## config.mk

```make
export PLATFORM = sky130hd
export DESIGN_NAME = sram_mem_ctrl
export DESIGN_NICKNAME = d
export VERILOG_FILES = /design/src/rtl/sram_mem_ctrl.sv
export SDC_FILE = /design/constraint.sdc
export NUM_CORES = 1
export LEC_CHECK = 0
export ABC_AREA = 1
export CAP_MARGIN = 10
export CORE_UTILIZATION = 35
export DETAILED_ROUTE_END_ITERATION = 16
export HOLD_SLACK_MARGIN = 0.06
export RECOVER_POWER = 100
export SLEW_MARGIN = 20
export SYNTH_ARGS = -nofsm -noshare
export SYNTH_HDL_FRONTEND = slang
export SYNTH_SLANG_ARGS = --single-unit
```

## constraint.sdc

```tcl
create_clock -name clk -period 2.4 [get_ports clk]
set_input_delay 0.6 -clock clk [delete_from_list [all_inputs] [get_ports clk]]
set_output_delay 0.6 -clock clk [all_outputs]
set_load 0.005 [all_outputs]
```

## src/rtl/sram_mem_ctrl.sv

```systemverilog
// picorv32 native bus to 512Kx16 async SRAM bridge.
// Words split into two halfword accesses; partial halfword writes use RMW.
module sram_mem_ctrl #(
  parameter int WAIT_CYCLES = 2,
  parameter int TURN_CYCLES = 1
) (
  input  logic        clk,
  input  logic        resetn,
  input  logic        mem_valid,
  input  logic        mem_instr,
  input  logic [31:0] mem_addr,
  input  logic [31:0] mem_wdata,
  input  logic [3:0]  mem_wstrb,
  output logic        mem_ready,
  output logic [31:0] mem_rdata,
  output logic [18:0] sram_adr,
  output logic [15:0] sram_dat_o,
  input  logic [15:0] sram_dat_i,
  output logic        sram_dat_oe,
  output logic        sram_oe_n,
  output logic        sram_we_n,
  output logic        sram_cs_n,
  output logic        busy
);

  typedef enum logic [2:0] {
    IDLE, RD, TURN, WSU, WLO, WHD, DONE
  } state_t;

  typedef struct packed {
    state_t st;
    logic   h;
  } nxt_t;

  state_t      state;
  logic        half;
  logic [3:0]  cnt;
  logic [17:0] addr_q;
  logic [31:0] wdata_q;
  logic [3:0]  wstrb_q;
  logic [15:0] rb;

  nxt_t        nx;
  logic [3:0]  cnt_n;
  logic [17:0] addr_c;
  logic [31:0] wdata_c;
  logic [3:0]  wstrb_c;
  logic [1:0]  s_n;
  logic [15:0] w_n;
  logic        last_w;
  logic        last_t;
  logic        phase_n;
  logic        unused;

  assign unused = ^{mem_instr, mem_addr[31:20], mem_addr[1:0]};

  // First phase of half h; halves with no strobes take no cycles.
  function automatic nxt_t start_half(
    input logic       h,
    input logic [3:0] ws
  );
    nxt_t r;
    r.st = DONE;
    r.h  = 1'b1;
    if (ws == 4'b0000) begin
      r.st = RD;
      r.h  = 1'b0;
    end else if (!h && ws[1:0] == 2'b11) begin
      r.st = WSU;
      r.h  = 1'b0;
    end else if (!h && ws[1:0] != 2'b00) begin
      r.st = RD;
      r.h  = 1'b0;
    end else if (ws[3:2] == 2'b11) begin
      r.st = WSU;
    end else if (ws[3:2] != 2'b00) begin
      r.st = RD;
    end
    return r;
  endfunction

  function automatic logic [15:0] merge(
    input logic [15:0] w,
    input logic [15:0] old,
    input logic [1:0]  s
  );
    return {s[1] ? w[15:8] : old[15:8],
            s[0] ? w[7:0]  : old[7:0]};
  endfunction

  assign addr_c  = (state == IDLE) ? mem_addr[19:2] : addr_q;
  assign wdata_c = (state == IDLE) ? mem_wdata : wdata_q;
  assign wstrb_c = (state == IDLE) ? mem_wstrb : wstrb_q;
  assign last_w  = (cnt == 4'(WAIT_CYCLES - 1));
  assign last_t  = (cnt == 4'(TURN_CYCLES - 1));

  always_comb begin
    nx.st = state;
    nx.h  = half;
    cnt_n = cnt + 4'd1;
    unique case (state)
      IDLE: begin
        cnt_n = 4'd0;
        if (mem_valid) nx = start_half(1'b0, mem_wstrb);
      end
      RD: begin
        if (last_w) begin
          cnt_n = 4'd0;
          if (wstrb_q != 4'b0000) nx.st = TURN;
          else if (half) nx.st = DONE;
          else nx.h = 1'b1;
        end
      end
      TURN: begin
        if (last_t) begin
          cnt_n = 4'd0;
          nx.st = WSU;
        end
      end
      WSU: begin
        cnt_n = 4'd0;
        nx.st = WLO;
      end
      WLO: begin
        if (last_w) begin
          cnt_n = 4'd0;
          nx.st = WHD;
        end
      end
      WHD: begin
        cnt_n = 4'd0;
        if (half) nx.st = DONE;
        else nx = start_half(1'b1, wstrb_q);
      end
      DONE: begin
        cnt_n = 4'd0;
        nx.st = IDLE;
      end
      default: begin
        cnt_n = 4'd0;
        nx.st = IDLE;
      end
    endcase
  end

  assign phase_n = nx.st inside {RD, TURN, WSU, WLO, WHD};
  assign s_n = nx.h ? wstrb_c[3:2] : wstrb_c[1:0];
  assign w_n = nx.h ? wdata_c[31:16] : wdata_c[15:0];

  // Strobes are registered from the next state so they line up with it.
  always_ff @(posedge clk or negedge resetn) begin
    if (!resetn) begin
      state       <= IDLE;
      half        <= 1'b0;
      cnt         <= 4'd0;
      addr_q      <= '0;
      wdata_q     <= '0;
      wstrb_q     <= '0;
      rb          <= '0;
      mem_ready   <= 1'b0;
      mem_rdata   <= '0;
      sram_adr    <= '0;
      sram_dat_o  <= '0;
      sram_dat_oe <= 1'b0;
      sram_oe_n   <= 1'b1;
      sram_we_n   <= 1'b1;
      sram_cs_n   <= 1'b1;
      busy        <= 1'b0;
    end else begin
      state       <= nx.st;
      half        <= nx.h;
      cnt         <= cnt_n;
      mem_ready   <= (nx.st == DONE);
      busy        <= (nx.st != IDLE);
      sram_cs_n   <= !phase_n;
      sram_oe_n   <= (nx.st != RD);
      sram_we_n   <= (nx.st != WLO);
      sram_dat_oe <= nx.st inside {WSU, WLO, WHD};
      if (state == IDLE && mem_valid) begin
        addr_q  <= mem_addr[19:2];
        wdata_q <= mem_wdata;
        wstrb_q <= mem_wstrb;
      end
      if (phase_n) sram_adr <= {addr_c, nx.h};
      if (nx.st == WSU) sram_dat_o <= merge(w_n, rb, s_n);
      if (state == RD && last_w) begin
        if (wstrb_q == 4'b0000 && half)
          mem_rdata <= {sram_dat_i, rb};
        else
          rb <= sram_dat_i;
      end
    end
  end

endmodule

```

==> impl_results.md <==
- FF-to-FF path depth: 12
- Adder-cell share of the synthesized area: 0.0104
- Wire per inst: ~13 um
- CTS clock-pin slew for the worst setup and hold paths: roughly 0.060 ns
- Synth cell count leaders: nand2_1 (302), o21ai_0 (156), dfrtp_1 (148)
- Syn Std Cell Area: between 0.007 and 0.008 sq mm
- First-pass GRT wire length: between 20,000 and 30,000 um
- Port Buf Inserts: around 150
- Setup bufs post-CTS: 0
- Required @ worst endpoint: 2.71 ns
- Critical path's most frequent cell: nand2_1
- Synth Flop Type: dfrtp_1
- CTS buffer count: 17
- I/O pins: between 150 and 200
- Crit-path max FO: 8
- Layout cells sized above 1: 0.0849
- CTS tree: built
- Hold Vio Cnt, Final: 0
- Post-synth cell types: 29
- Fmax: roughly 470 MHz
- Worst R2R Start: state[0]
- Worst path bufs/invs: 5
- Peak supply drop: between 0.6 and 0.7 mV
- Status: finished clean
- Ys Warns: 0
- Worst-path cell chain: clkdlybuf4s50_1 -> inv_1 -> clkbuf_1 -> ha_1 -> nand3_1 -> nand2_1 -> nand2_1 -> nor2_4 -> clkbuf_1 -> nor2_8 -> buf_4 -> nand3_1 -> nand2_1
- Routed wire length: 17,800 um
- Row Count: 52
- Syn Inst Count: between 900 and 1k
- RSZ-0062 raised after global routing: false
- Synth-to-layout area growth: 33.6%
- Clock latency on the worst-skew pair: 0.42 ns
- Slew Limit Fails: 0
- Clock Root Buffer: clkbuf_16
- Post-synth EDFFs: 0
- Nets: 1,164
- Final Wtd Congestion: ~0.85
- HPWL Detailed: 12,700 um
- Vias in the first global route: around 6.0k
- Yosys top cell area share: 0.511
- Synth Area in XOR/XNOR: 0.00242
- Worst hold-check path type: input pin to asynchronous set/reset pin
- Clk sinks: between 150 and 200
- Antenna cells: 0
- ANT nets after route: 0
- Simple-gate share of the synthesized area: 0.241
- Pwr/cell area: roughly 1400 mW/mm^2
- Via count: ~6.1k
- Post-synthesis compound-gate area fraction: 0.120
- Critical Path Max Stage Delay: between 0.4 and 0.5 ns
- Post-DR vias/cell: 4.47
- Crit path arrival time: about 2.5 ns
- Global route overflow: 0
- Seq/Total Area, Yosys: 0.522
- CTS Buffer Depth: 2
- Sum Neg Setup Slack: 0 ns
- Asr flop ratio synth: 1.00
- CP Class: input pin to register
- DIE AREA: roughly 0.021 sq mm
- First-iteration detailed-routing DRC count: between 200 and 300
- CTS Hold Bufs: 0
- Layout fillers: slightly above 2k
- Initial antenna violation count: 0
- Syn nets: roughly 1k
- Final Cycle Share: 0.895
- H-tree Lvls: 4
- Hold_ws: about 0.4 ns
- Pre-antenna DRT Iters: 5
- Max Clock Skew: roughly 0.0077 ns
- CP Capture Type: register
- R2R Setup Slk: 0.33 ns
- Core Util, Final: 0.477
- Synth area leaders: dfrtp_1 (51%), nand2_1 (16%), o21ai_0 (11%)
- Startpoint Class: input pin
- Largest net degree at the start of global routing: just under 90
- Post-synthesis mux area share: 0
- Die width: approximately 150 um
- Mapped Avg Cell Area: 7.92 sq um
- Cts repair resizes: 0
- Max-cap violations: 0
- Slowest CP cell: clkdlybuf4s50_1
- #FFs+latches synth: approximately 150
- Reg2reg end: sram_adr[4]
- Starting density of the core: 0.357
- Largest family of logic cells by synthesized area: simple AND/OR/NAND/NOR gates
- Core footprint: 0.0203 sq mm
- Slew HR: 0.230
- Crit path max-delay family: buffers and inverters
- GRT Total Usage: 0.178
- Final worst slack: between 0.2 and 0.3 ns
- DRC violations left: 0
- Period minus WS final: approximately 2.1 ns
- Tightest Pin Transition: 1.15 ns
- Die height: roughly 150 um
- Leading area contributor after synthesis: dfrtp_1
- # setup viols final: 0
- Leak: around 5 nW
- Most frequent cell after synthesis: nand2_1
- Dpl ws: -0.0912 ns
==> stage by stage <==
step | area [sq um] | power [mW] | cells
after global routing | 9690 | 14.9 | 1353
after detailed placement | 9150 | 11.3 | 1321
final | 9690 | 13.6 | 1353
after CTS | 9740 | 14.0 | 1353
after floorplan | 7250 | 8.43 | 916
after global placement | 9150 | 11.2 | 1321
==> cell type report <==
class / count / area, sq um / share of cell area
Tap cell: 270 / 338 / 0.0349
Inverter: 134 / 505 / 0.0522
Multi-Input combinational cell: 588 / 2700 / 0.279
Clock buffer: 19 / 443 / 0.0457
Clock inverter: 13 / 148 / 0.0152
Sequential cell: 151 / 3780 / 0.390
Timing Repair Buffer: 178 / 1770 / 0.183
==> flip-flops by register name, indices dropped and copies added (netlist names), 3 cells and up <==
register / flops
mem_rdata: 32
wdata_q: 32
sram_adr: 19
addr_q: 18
rb: 16
sram_dat_o: 16
cnt: 4
wstrb_q: 4
state: 3
==> where the power goes <==
| group | switching, mW | total, mW | leakage, nW | internal, mW |
|---|---|---|---|---|
| clock | 1.09 | 2.66 | 0.276 | 1.57 |
| sequential | 0.592 | 4.31 | 1.84 | 3.72 |
| combinational | 3.80 | 6.61 | 2.82 | 2.81 |
| total | 5.48 | 13.6 | 4.93 | 8.10 |
==> layout by cell type, fill, tap and decap left out, types with 2 or more instances in the layout <==
cell,synthesis,layout
nand2_1,302,304
o21ai_0,156,162
dfrtp_1,148,148
inv_1,126,127
dlygate4sd3_1,0,73
clkdlybuf4s50_1,0,71
nand3_1,62,62
nor2_1,18,20
buf_4,5,20
clkbuf_16,0,17
a21oi_1,9,9
nand2_2,9,7
buf_12,0,7
inv_2,7,6
ha_1,6,6
nor2_8,4,4
clkinv_4,0,4
clkbuf_1,16,4
clkinvlp_4,0,4
dfstp_2,3,3
nand2_4,2,2
nor2_2,4,2
nor2_4,2,2
o21ai_2,2,2
bufinv_16,0,2
inv_6,0,2
clkbuf_2,0,2
clkbuf_4,0,2
==> cell families (layout without fill, tap and decap cells) <==
| family | count (synthesis) | after routing |
|---|---|---|
| buffers and inverters | 177 | 344 |
| and+or+nand+nor | 407 | 407 |
| adders and majority gates | 6 | 6 |
| DFF | 151 | 151 |
| xor gates and xnor gates | 2 | 2 |
| AOI/OAI and AO/OA | 173 | 173 |
==> how the worst max path moves through the flow <==
stage / start / to / slack (ns) / cells past startpoint
4_1_cts: sram_we_n / sram_we_n / 0.34 / 1
5_1_grt: mem_wstrb[2] / sram_adr[5] / 0.10 / 15
3_5_place_dp: mem_wstrb[2] / sram_adr[11] / -0.09 / 14
2_1_floorplan: mem_wstrb[2] / sram_dat_o[0] / 0.53 / 13
6_report: mem_wstrb[3] / sram_dat_o[15] / 0.25 / 13
3_3_place_gp: mem_wstrb[2] / sram_adr[1] / -0.08 / 14
==> layer usage <==
| metal | track usage | share of wire | vias to the layer above |
|---|---|---|---|
| met5 | 0 | 0 | - |
| met4 | 0.0421 | 0.012 | 0 |
| met3 | 0.0508 | 0.051 | 14 |
| met2 | 0.289 | 0.47 | 121 |
| met1 | 0.234 | 0.47 | 2757 |
| li1 | - | - | 3158 |
Power figures use the tool's default switching activity.
